[src/rtl/axi_lite_reg_bridge_pkg.sv]
// Shared types and helpers for the AXI-Lite register bridge.
//   axi_resp_t    - AXI response encoding
//   write_state_t - write-path FSM states
//   read_state_t  - read-path FSM states
//   word_index()  - extracts the register word index from a byte address
package axi_lite_pkg;

    typedef enum logic [1:0] {
        OKAY   = 2'b00,
        EXOKAY = 2'b01,
        SLVERR = 2'b10,
        DECERR = 2'b11
    } axi_resp_t;

    typedef enum logic [1:0] {
        W_IDLE,
        W_ISSUE,
        W_WAIT_ERR,
        W_RESP
    } write_state_t;

    typedef enum logic [1:0] {
        R_IDLE,
        R_ISSUE,
        R_WAIT,
        R_RESP
    } read_state_t;

    // Word index = addr[reg_aw+addr_lsb-1:addr_lsb], zero-extended to 32 bits.
    function automatic logic [31:0] word_index(input logic [63:0] addr,
                                               input int addr_lsb,
                                               input int reg_aw);
        logic [63:0] mask;
        mask = (64'd1 << reg_aw) - 64'd1;
        return 32'((addr >> addr_lsb) & mask);
    endfunction

endpackage

[src/rtl/axi_lite_hold_reg.sv]
// One-entry valid/ready holding register.
//   en       - allows acceptance (held low right after reset)
//   in_valid / in_ready / in_data - upstream handshake
//   clr      - drops the held entry; ready returns the following cycle
//   held / data - current entry
module axi_lite_hold_reg #(
    parameter int WIDTH = 32
) (
    input  logic             clk,
    input  logic             rst,
    input  logic             en,
    input  logic             in_valid,
    output logic             in_ready,
    input  logic [WIDTH-1:0] in_data,
    input  logic             clr,
    output logic             held,
    output logic [WIDTH-1:0] data
);

    logic             held_q, held_d;
    logic [WIDTH-1:0] data_q, data_d;

    assign in_ready = en & ~held_q;
    assign held     = held_q;
    assign data     = data_q;

    always_comb begin
        held_d = held_q;
        data_d = data_q;
        if (clr) begin
            held_d = 1'b0;
        end
        if (in_valid && in_ready) begin
            held_d = 1'b1;
            data_d = in_data;
        end
    end

    always_ff @(posedge clk or posedge rst) begin
        if (rst) begin
            held_q <= 1'b0;
            data_q <= '0;
        end else begin
            held_q <= held_d;
            data_q <= data_d;
        end
    end

endmodule

[src/rtl/axi_lite_reg_bridge.sv]
// AXI-Lite slave bridging onto a single shared register-file port.
//   AXI side : aw*/w*/b* write channels, ar*/r* read channels
//   reg side : reg_addr/reg_wdata/reg_wstrb with single-cycle reg_wen/reg_ren,
//              reg_rdata/reg_error returned RD_LATENCY cycles after reg_ren
// AW, W and AR each land in a one-entry holding register; a read and a write
// compete for the register port with round-robin on contention.
module axi_lite_reg_bridge
    import axi_lite_pkg::*;
#(
    parameter int DATA_WIDTH     = 32,
    parameter int ADDR_WIDTH     = 32,
    parameter int REG_ADDR_WIDTH = 4,
    parameter int NUM_REGS       = 16,
    parameter int RD_LATENCY     = 0
) (
    input  logic                      clk,
    input  logic                      rst,
    input  logic [ADDR_WIDTH-1:0]     awaddr,
    input  logic                      awvalid,
    output logic                      awready,
    input  logic [DATA_WIDTH-1:0]     wdata,
    input  logic [DATA_WIDTH/8-1:0]   wstrb,
    input  logic                      wvalid,
    output logic                      wready,
    output logic [1:0]                bresp,
    output logic                      bvalid,
    input  logic                      bready,
    input  logic [ADDR_WIDTH-1:0]     araddr,
    input  logic                      arvalid,
    output logic                      arready,
    output logic [DATA_WIDTH-1:0]     rdata,
    output logic [1:0]                rresp,
    output logic                      rvalid,
    input  logic                      rready,
    output logic [REG_ADDR_WIDTH-1:0] reg_addr,
    output logic [DATA_WIDTH-1:0]     reg_wdata,
    output logic [DATA_WIDTH/8-1:0]   reg_wstrb,
    output logic                      reg_wen,
    output logic                      reg_ren,
    input  logic [DATA_WIDTH-1:0]     reg_rdata,
    input  logic                      reg_error
);

    localparam int STRB_W   = DATA_WIDTH / 8;
    localparam int ADDR_LSB = $clog2(STRB_W);

    // Holds all readies low through reset and for the first cycle after it.
    logic alive_q;

    logic                    aw_held, w_held, ar_held;
    logic [ADDR_WIDTH-1:0]   aw_addr, ar_addr;
    logic [DATA_WIDTH-1:0]   w_data;
    logic [STRB_W-1:0]       w_strb;
    logic                    b_hs, r_hs;

    assign b_hs = bvalid & bready;
    assign r_hs = rvalid & rready;

    axi_lite_hold_reg #(.WIDTH(ADDR_WIDTH)) u_aw_hold (
        .clk(clk), .rst(rst), .en(alive_q),
        .in_valid(awvalid), .in_ready(awready), .in_data(awaddr),
        .clr(b_hs), .held(aw_held), .data(aw_addr)
    );

    axi_lite_hold_reg #(.WIDTH(DATA_WIDTH + STRB_W)) u_w_hold (
        .clk(clk), .rst(rst), .en(alive_q),
        .in_valid(wvalid), .in_ready(wready), .in_data({wstrb, wdata}),
        .clr(b_hs), .held(w_held), .data({w_strb, w_data})
    );

    axi_lite_hold_reg #(.WIDTH(ADDR_WIDTH)) u_ar_hold (
        .clk(clk), .rst(rst), .en(alive_q),
        .in_valid(arvalid), .in_ready(arready), .in_data(araddr),
        .clr(r_hs), .held(ar_held), .data(ar_addr)
    );

    // Local decode: out-of-range wins over misalignment.
    logic [31:0] aw_idx, ar_idx;
    axi_resp_t   aw_dec, ar_dec;

    assign aw_idx = word_index(64'(aw_addr), ADDR_LSB, REG_ADDR_WIDTH);
    assign ar_idx = word_index(64'(ar_addr), ADDR_LSB, REG_ADDR_WIDTH);

    always_comb begin
        aw_dec = OKAY;
        if (aw_idx >= 32'(NUM_REGS))                aw_dec = DECERR;
        else if (aw_addr[ADDR_LSB-1:0] != '0)        aw_dec = SLVERR;
        ar_dec = OKAY;
        if (ar_idx >= 32'(NUM_REGS))                ar_dec = DECERR;
        else if (ar_addr[ADDR_LSB-1:0] != '0)        ar_dec = SLVERR;
    end

    write_state_t            w_state_q, w_state_d;
    read_state_t             r_state_q, r_state_d;
    axi_resp_t               bresp_q, bresp_d, rresp_q, rresp_d;
    logic [DATA_WIDTH-1:0]   rdata_q, rdata_d;
    logic [1:0]              cnt_q, cnt_d;
    logic                    last_rd_q, last_rd_d;
    logic [REG_ADDR_WIDTH-1:0] reg_addr_q, reg_addr_d;
    logic [DATA_WIDTH-1:0]   reg_wdata_q, reg_wdata_d;
    logic [STRB_W-1:0]       reg_wstrb_q, reg_wstrb_d;
    logic                    reg_wen_q, reg_wen_d, reg_ren_q, reg_ren_d;

    assign bvalid    = (w_state_q == W_RESP);
    assign rvalid    = (r_state_q == R_RESP);
    assign bresp     = bresp_q;
    assign rresp     = rresp_q;
    assign rdata     = rdata_q;
    assign reg_addr  = reg_addr_q;
    assign reg_wdata = reg_wdata_q;
    assign reg_wstrb = reg_wstrb_q;
    assign reg_wen   = reg_wen_q;
    assign reg_ren   = reg_ren_q;

    // Port is owned from the strobe cycle until read data has been captured.
    logic port_busy, w_elig, r_elig, w_gnt, r_gnt;

    assign port_busy = (w_state_q == W_ISSUE) | (r_state_q == R_ISSUE) |
                       (r_state_q == R_WAIT);
    assign w_elig = (w_state_q == W_IDLE) & aw_held & w_held & ~bvalid & ~port_busy;
    assign r_elig = (r_state_q == R_IDLE) & ar_held & ~rvalid & ~port_busy;
    // last_rd_q only moves on contended cycles so collisions alternate.
    assign r_gnt  = r_elig & (~w_elig | ~last_rd_q);
    assign w_gnt  = w_elig & ~r_gnt;
    assign last_rd_d = (w_elig & r_elig) ? r_gnt : last_rd_q;

    // Register-port drive, registered so strobes land in grant cycle + 1.
    always_comb begin
        reg_addr_d  = reg_addr_q;
        reg_wdata_d = reg_wdata_q;
        reg_wstrb_d = reg_wstrb_q;
        reg_wen_d   = 1'b0;
        reg_ren_d   = 1'b0;
        if (w_gnt && aw_dec == OKAY) begin
            reg_wen_d   = 1'b1;
            reg_addr_d  = aw_idx[REG_ADDR_WIDTH-1:0];
            reg_wdata_d = w_data;
            reg_wstrb_d = w_strb;
        end
        if (r_gnt && ar_dec == OKAY) begin
            reg_ren_d  = 1'b1;
            reg_addr_d = ar_idx[REG_ADDR_WIDTH-1:0];
        end
    end

    always_comb begin
        w_state_d = w_state_q;
        bresp_d   = bresp_q;
        unique case (w_state_q)
            W_IDLE: begin
                if (w_gnt) begin
                    if (aw_dec != OKAY) begin
                        bresp_d   = aw_dec;
                        w_state_d = W_RESP;
                    end else begin
                        w_state_d = W_ISSUE;
                    end
                end
            end
            W_ISSUE: begin
                bresp_d   = reg_error ? SLVERR : OKAY;
                w_state_d = W_WAIT_ERR;
            end
            W_WAIT_ERR: w_state_d = W_RESP;
            W_RESP:     if (bready) w_state_d = W_IDLE;
            default:    w_state_d = W_IDLE;
        endcase
    end

    always_comb begin
        r_state_d = r_state_q;
        rresp_d   = rresp_q;
        rdata_d   = rdata_q;
        cnt_d     = cnt_q;
        unique case (r_state_q)
            R_IDLE: begin
                if (r_gnt) begin
                    if (ar_dec != OKAY) begin
                        rresp_d   = ar_dec;
                        rdata_d   = '0;
                        r_state_d = R_RESP;
                    end else begin
                        r_state_d = R_ISSUE;
                    end
                end
            end
            R_ISSUE: begin
                if (RD_LATENCY == 0) begin
                    rdata_d   = reg_rdata;
                    rresp_d   = reg_error ? SLVERR : OKAY;
                    r_state_d = R_RESP;
                end else begin
                    cnt_d     = 2'd1;
                    r_state_d = R_WAIT;
                end
            end
            R_WAIT: begin
                if (cnt_q == 2'(RD_LATENCY)) begin
                    rdata_d   = reg_rdata;
                    rresp_d   = reg_error ? SLVERR : OKAY;
                    r_state_d = R_RESP;
                end else begin
                    cnt_d = cnt_q + 2'd1;
                end
            end
            R_RESP:  if (rready) r_state_d = R_IDLE;
            default: r_state_d = R_IDLE;
        endcase
    end

    always_ff @(posedge clk or posedge rst) begin
        if (rst) begin
            alive_q     <= 1'b0;
            w_state_q   <= W_IDLE;
            r_state_q   <= R_IDLE;
            bresp_q     <= OKAY;
            rresp_q     <= OKAY;
            rdata_q     <= '0;
            cnt_q       <= '0;
            last_rd_q   <= 1'b0;
            reg_addr_q  <= '0;
            reg_wdata_q <= '0;
            reg_wstrb_q <= '0;
            reg_wen_q   <= 1'b0;
            reg_ren_q   <= 1'b0;
        end else begin
            alive_q     <= 1'b1;
            w_state_q   <= w_state_d;
            r_state_q   <= r_state_d;
            bresp_q     <= bresp_d;
            rresp_q     <= rresp_d;
            rdata_q     <= rdata_d;
            cnt_q       <= cnt_d;
            last_rd_q   <= last_rd_d;
            reg_addr_q  <= reg_addr_d;
            reg_wdata_q <= reg_wdata_d;
            reg_wstrb_q <= reg_wstrb_d;
            reg_wen_q   <= reg_wen_d;
            reg_ren_q   <= reg_ren_d;
        end
    end

endmodule
[config.mk]
export PLATFORM = sky130hd
export DESIGN_NAME = axi_lite_reg_bridge
export DESIGN_NICKNAME = d
export VERILOG_FILES = /design/src/rtl/axi_lite_reg_bridge_pkg.sv /design/src/rtl/axi_lite_hold_reg.sv /design/src/rtl/axi_lite_reg_bridge.sv
export SDC_FILE = /design/constraint.sdc
export NUM_CORES = 1
export LEC_CHECK = 0
export ABC_AREA = 0
export BUFFER_PORTS_ARGS = -buffer_cell sky130_fd_sc_hd__buf_2
export CORE_ASPECT_RATIO = 0.7
export CORE_MARGIN = 1
export CORE_UTILIZATION = 40
export DETAILED_ROUTE_END_ITERATION = 10
export PLACE_DENSITY_LB_ADDON = 0.15
export REMOVE_ABC_BUFFERS = 1
export SYNTH_ARGS = -nofsm -noshare
export SYNTH_HDL_FRONTEND = slang
export SYNTH_SLANG_ARGS = --single-unit
[constraint.sdc]
create_clock -name clk -period 6.8 [get_ports clk]
set_input_delay 1.7 -clock clk [delete_from_list [all_inputs] [get_ports clk]]
set_output_delay 1.7 -clock clk [all_outputs]
set_load 0.1 [all_outputs]
Word-level counts from Yosys, hierarchy flattened
Cells that the tools add are included.
{ "classes": {"addsub": 1, "magnitude_cmp": 2, "eq_ne": 13, "n_mux": 34, "n_bitwise": 28, "n_reduce_logical": 25} }
{ "op_table": {"columns": ["cell", "n"], "rows": [
  ["two-way mux 32 bit", 3],
  ["case mux 32 bit (3 select lines)", 1],
  ["two-way mux 2 bit", 17],
  ["nonzero test 2 bit", 9],
  ["case mux 2 bit (4 select lines)", 2],
  ["bitwise AND 1 bit", 15],
  ["greater-or-equal comparator 4 x 5 -> 1 bit (second input constant)", 2],
  ["logical NOT 2 bit", 5],
  ["inequality test 2 x 1 -> 1 bit (second input constant)", 5],
  ["NOT 1 bit", 10],
  ["== test 2 bit (second input constant)", 4],
  ["two-way mux 4 bit", 2],
  ["two-way mux 1 bit", 7],
  ["case mux 2 bit (3 select lines)", 1],
  ["AND reduction 3 bit", 2],
  ["logical AND 1 bit", 5],
  ["== test 2 x 1 -> 1 bit (second input constant)", 2],
  ["inequality test 2 bit (second input constant)", 2],
  ["case mux 2 bit (2 select lines)", 1],
  ["AND reduction 2 bit", 2],
  ["AND reduction 4 bit", 1],
  ["OR 1 bit", 3],
  ["nonzero test 3 bit", 1],
  ["adder 2 x 1 -> 2 bit (second input constant)", 1]
]} }
{ "word_totals": {"ff_bits": 137, "inputBits": 140, "out_inout_bits": 83, "word_cells": 122} }

Depth between registers and ports, before layout
Gate-level depths: netlist (run 1).
{ "logic_depth": {"word_depth": 13, "ltp_mapped": 9} }

Modules after synthesis
A second synthesis (run 1) with hierarchy kept.
{ "unflattened": {"hier_cells": 532, "area_unflattened_um2": 8032.7} }
{ "modules_own_cells": {"columns": ["mod", "instances", "cells_per_inst", "area_each_um2", "seq_area_each_um2"], "rows": [
  ["axi_lite_reg_bridge", 1, 304, 3744.8, 2102.0],
  ["axi_lite_hold_reg at u_ar_hold ...", 2, 73, 1367.6, 825.8],
  ["axi_lite_hold_reg at u_w_hold", 1, 82, 1552.7, 925.9]
]} }

Worst setup path before layout (run 1)
Ideal clock, no wire load.
{ "synth_path": {"path_kind": "register -> output", "start": "register u_ar_hold.held_q (netlist: u_ar_hold.held)", "end": "output port arready", "arrival_ns": 1.749, "slack_ns": 3.351, "path_stages_with_launch": 2, "path_buffers": 0, "path_cell_list": "dfrtp_1 -> nor2b_1"} }
{ "synth_via": {"elab_chain_len": 2} }
{ "synth_lines": {"columns": ["item", "line_no", "source"], "rows": [
  ["from (decl)", "axi_lite_hold_reg.sv:20", "logic held_q, held_d;"],
  ["from (signal assigned)", "axi_lite_hold_reg.sv:44", "held_q <= held_d;"],
  ["NOT 1 bit", "axi_lite_hold_reg.sv:23", "assign in_ready = en & ~held_q;"],
  ["bitwise AND 1 bit", "axi_lite_hold_reg.sv:23", null],
  ["to (decl)", "axi_lite_reg_bridge.sv:30", "output logic arready,"]
]} }
No other way between the ends.

Final worst setup path (run 1)
{ "layout_path": {"start": "register r_state_q[0]", "end": "output port rvalid"} }
{ "layout_via": {"elab_chain_len": 1} }
{ "layout_lines": {"columns": ["item", "line_no", "source"], "rows": [
  ["from (decl)", "axi_lite_reg_bridge.sv:94", "read_state_t r_state_q, r_state_d;"],
  ["from (signal assigned)", "axi_lite_reg_bridge.sv:229", "r_state_q <= r_state_d;"],
  ["== test 2 bit", "axi_lite_reg_bridge.sv:105", "assign rvalid = (r_state_q == R_RESP);"],
  ["to (decl)", "axi_lite_reg_bridge.sv:33", "output logic rvalid,"]
]} }
No other way between the ends.

==> out/metrics.csv, run 1 <==
metric;value;unit
outcome;finished clean;
cell accounting for the most synthesized area;dfrtp_1;
PortBufs;168;
Yosys top cell area share;0.601;
commonest non-fill, non-tap cell in the layout;buf_2;
CP Data Arrival Time;1.52;ns
final setup vio count;0;
max cap viols;0;
period utilization;0.474;
CTS tree;built;
starting DRC count in detailed routing;136;
H-tree depth;4;
Worst Max-Slew Pin Slew;1.07;ns
Ant. Diodes;0;
DP Wirelength;7920;um
Total Routed Length;12000;um
layout cells sized above 1;0.385;
Avg WL per Cell;13.9;um
crit path max fanout;5;
register area;0.00338;mm2
HP Class;flip-flop to flip-flop;
Core Region;0.0134;mm2
Syn. warnings;0;
Sink Count;135;
Post-Syn Area per Cell;11.3;um2
unrepaired setup endpoints after global routing;false;
initial antenna violation count;1;
Multi-input gate area;0.00198;mm2
Synth async-reset ratio;1.00;
Routed Antenna Nets;0;
PostCTS Resize Cnt;0;
Core Util, Final;0.540;
gr ovfl total;0;
Worst-Skew Late Latency;0.41;ns
Final Max Tran Viols;0;
clock input transition at the sequential cells of the worst setup and hold paths;0.07;ns
Synth Register Bits;135;
crit path launch type;flip-flop;
Worst Path Class, Setup;flip-flop to output port;
global-route wire length before repair;19200;um
die height;101;um
mapped cell area;0.00562;mm2
post-synthesis cell type count;32;
Syn-to-layout area delta;29.1;%
fin crit period;3.22;ns
Fin. Hold Viols;0;
sequential cell area fraction in the yosys report;0.601;
Final Skew;0.0106;ns
Total GRT Usage;0.174;
largest net degree at the start of global routing;86;
setup TNS;0;ns
nets;815;
Worst setup EP type;output port;
Num CTS Buffers;17;
Die Area;0.0145;mm2
hold path cells;2;
residual DRC count;0;
vias per inst;4.49;
vias in the first global route;3760;
post-CTS setup buffer count;0;
most frequent cells in the layout;buf_2 (168), nand2_1 (157), dfrtp_1 (135);
Rel. slew slack;0.289;
cts hold-fix bufs;0;
root buf cell;clkbuf_16;
Primary FF master, synth;dfrtp_1;
number of flops mapped to enable cells by yosys;0;
GP Congestion;0.727;
Register-to-Register Path Depth;6;
Synth Instances;496;
routed via count;3874;
Die W;144;um
Longest Clk Path Bufs;2;
IO Count;223;
initial core utilization;0.418;
required time worst endpoint;5.10;ns
ranking of synthesized cells by area;dfrtp_1 (60%), nand2_1 (11%), mux2_2 (10%), mux2i_1 (7.1%), inv_1 (2.8%);
Fill cells;1230;
Pre-antenna DRT Iters;4;
Site Rows;35;
max frequency;0.310;GHz
logic make-up after synthesis:
group | synth area share
multiplexers | 0.175
AO/OA/AOI/OAI | 0.0274
other | 0.00134
buffers and inverters | 0.0499
XOR/XNOR | 0.00312
adder cells (fa/ha/maj) | 0.0223
AND/OR/NAND/NOR | 0.119
flip-flops | 0.601
critical path: stages, from the launching register on:
cell     delay (ns)
dfrtp_1        0.39
ha_1           0.26
buf_2          0.46
Yosys cell counts (3+ instances only):
master,count
buf_6,3
nor2_1,3
ha_1,10
o21ai_0,8
mux2_2,51
dfrtp_1,135
clkbuf_1,13
mux2i_1,40
inv_1,42
nand2_1,158
buf_2,5
nor2b_1,3
through the flow:
| step | worst slack (ns) | hold WS (ns) | cells | cell area, um2 |
|---|---|---|---|---|
| 2_1_floorplan | 1.49 | 0.441 | 474 | 5500 |
| 3_3_place_gp | 3.70 | 0.445 | 831 | 6630 |
| 3_5_place_dp | 3.63 | 0.451 | 831 | 6630 |
| 4_1_cts | 3.56 | 0.465 | 863 | 7250 |
| 5_1_grt | 3.52 | 0.482 | 863 | 7250 |
| 6_report | 3.58 | 0.459 | 863 | 7250 |
path summary, 6_finish.rpt:
kind | from | endpoint | slack [ns]
max in group asynchronous | rst | rresp[1] | 4.19
max | r_state_q[0] | rvalid | 3.58
max reg2reg | r_state_q[0] | rresp[1] | 3.77
min in group asynchronous | rst | rdata[4] | 1.42
min | reg_wdata[4] | reg_wdata[4] | 0.46
min reg2reg | reg_wdata[4] | reg_wdata[4] | 0.46
layout make-up:
cell class	instances	area share
multi-input cells	297	0.274
well taps	185	0.0319
clock buffers	18	0.0605
clock inverters	14	0.0259
inverters	42	0.0224
flip-flops and latches	135	0.466
repair buffers	172	0.120
state kept, by name, summed over array words and instances, names as in the netlist:
name / flops
last_rd_q: 1
cnt_q: 2
reg_addr: 4
u_aw_hold.data: 6
w_state_q: 2
bresp: 1
u_w_hold.data: 36
reg_ren: 1
rresp: 1
reg_wdata: 32
rdata: 32
r_state_q: 2
reg_wstrb: 4
alive_q: 1
u_aw_hold.held: 1
u_w_hold.held: 1
reg_wen: 1
u_ar_hold.data: 6
u_ar_hold.held: 1
metal layers:
layer  vias up  wire [um]  GRT usage
met2        89       5430      0.260
met1      1857       5760      0.237
met3        11        675     0.0662
met4         0        104     0.0466
li1       1917          -          -
met5         -          0          0
Power of run 1 is left out: the tool's default activity adds up to more than one toggle a clock period on the data nets, which glitch-free logic cannot reach.
==> run 2: changes to the inputs <==
Clock period 6.8 ns to 2.84 ns, I/O delays scaled along.
==> run 2 against run 1 <==
Critical path depth up 5. Global-route usage up 0.91 points. Worst hold slack worse by 0.071 ns. Core utilization up 0.82 points. Sequential share of layout area down 0.70 points. Wire length up 3.7%. Cell area up 1.5%. Clock skew up 0.0017 ns. Die area unchanged. First-iteration DRC count down 4.4%.
==> out/metrics.csv, run 2 (synthesized netlist as in run 1, its figures left out) <==
metric;value;unit;change
required time worst endpoint;3.17;ns;-1.93 ns
max FFs per register;36;;unchanged
flop-to-flop setup slack;0.40;ns;-3.37 ns
largest net degree at the start of global routing;67;;-22%
PortBufs;168;;unchanged
period utilization;0.859;;
Worst setup EP type;flip-flop;;
crit path launch type;flip-flop;;
FF-to-FF End;rdata[14];;
Total GRT Usage;0.183;;+0.00908
routed via count;3950;;+2.0%
Final Non-Filler Cells;871;;+0.93%
starting DRC count in detailed routing;130;;-4.4%
placed instance count;839;;+0.96%
H-tree depth;4;;unchanged
PostCTS Resize Cnt;0;;unchanged
Avg WL per Cell;14.3;um;+2.8%
DP Wirelength;8560;um;+8.1%
outcome;finished clean;;
Worst-Skew Late Latency;0.41;ns;about the same
nets;823;;+0.98%
GP Congestion;0.730;;+0.36%
unrepaired setup endpoints after global routing;false;;
Die W;144;um;unchanged
IO Count;223;;unchanged
residual DRC count;0;;unchanged
clock input transition at the sequential cells of the worst setup and hold paths;0.07;ns;about the same
crit path max fanout;32;;+27
vias in the first global route;4018;;+6.9%
max cap viols;0;;unchanged
Register-to-Register Path Depth;7;;+1
HP Class;primary input to async pin;;
Final Max Tran Viols;0;;unchanged
commonest non-fill, non-tap cell in the layout;buf_2;;
Routed Antenna Nets;0;;unchanged
Site Rows;35;;unchanged
Worst Path Class, Setup;flip-flop to flip-flop;;
post-CTS setup buffer count;0;;unchanged
Total Routed Length;12400;um;+3.7%
Final Skew;0.0122;ns;+0.00169 ns
r2r startpoint;r_state_q[0];;
CTS tree;built;;
die height;101;um;unchanged
Ant. Diodes;0;;unchanged
max frequency;0.410;GHz;
Syn-to-layout area delta;31.1;%;
gr ovfl total;0;;unchanged
most frequent cells in the layout;buf_2 (168), nand2_1 (157), dfrtp_1 (135);;
initial core utilization;0.418;;unchanged
Fill cells;1189;;-3.3%
Longest Clk Path Bufs;2;;unchanged
cts hold-fix bufs;0;;unchanged
initial antenna violation count;0;;-1
Worst Max-Slew Pin Slew;0.602;ns;-0.463 ns
Fin. Hold Viols;0;;unchanged
root buf cell;clkbuf_16;;
vias per inst;4.54;;+1.0%
Pre-antenna DRT Iters;4;;unchanged
fin crit period;2.44;ns;
layout cells sized above 1;0.392;;+0.00717
CP Data Arrival Time;2.77;ns;+1.25 ns
global-route wire length before repair;20100;um;+4.8%
Core Region;0.0134;mm2;unchanged
Num CTS Buffers;17;;unchanged
Rel. slew slack;0.598;;+0.309
setup TNS;0;ns;unchanged
Die Area;0.0145;mm2;unchanged
final setup vio count;0;;unchanged
Core Util, Final;0.548;;+0.00819
Sink Count;135;;unchanged
## run 2: changes by cell type in the layout (fill, tap and decap cells not counted), sizes merged
cell / before / now
clkinvlp: 3 / 2
buf: 172 / 180
bufinv: 3 / 4
## run 2: worst max path at each step
| stage | from | to | cells after the start |
|---|---|---|---|
| floorplan | rst | alive_q | 1 |
| global placement | r_state_q[0] | rdata[19] | 7 |
| detailed placement | r_state_q[0] | rdata[8] | 7 |
| CTS | r_state_q[0] | rdata[8] | 7 |
| global route | r_state_q[0] | rdata[25] | 7 |
| finish | r_state_q[0] | rdata[14] | 7 |
## run 2: layer usage
metal	GRT usage	wire length [um]	vias to the layer above
met4	0.0736	161	0
li1	-	-	1934
met2	0.287	5760	93
met1	0.241	5840	1908
met5	0	0	-
met3	0.0515	659	15
## run 2: critical path, cell delays in order, from the launching register on
cell,delay (ns)
dfrtp_1,0.39
inv_1,0.09
ha_1,0.30
or3_1,0.40
a211o_1,0.33
a221oi_4,0.31
buf_12,0.28
mux2i_1,0.23
## run 2: cell type report
class / count / area, um2 / area share
Sequential cell: 135 / 3380 / 0.459
Multi-Input combinational cell: 297 / 1980 / 0.269
Timing Repair Buffer: 180 / 956 / 0.130
Clock buffer: 18 / 439 / 0.0596
Tap cell: 185 / 231 / 0.0314
Clock inverter: 14 / 213 / 0.0289
Inverter: 42 / 163 / 0.0221
## run 2: through the flow
| stage | hold slack [ns] | worst slack (ns) | area (um2) |
|---|---|---|---|
| after floorplan | 0.441 | -1.48 | 5500 |
| after CTS | 0.403 | 0.386 | 7360 |
| after global placement | 0.446 | 0.499 | 6710 |
| after global routing | 0.427 | 0.270 | 7360 |
| final | 0.388 | 0.399 | 7360 |
| after detailed placement | 0.450 | 0.427 | 6710 |
Power of run 2 is left out for the same reason.
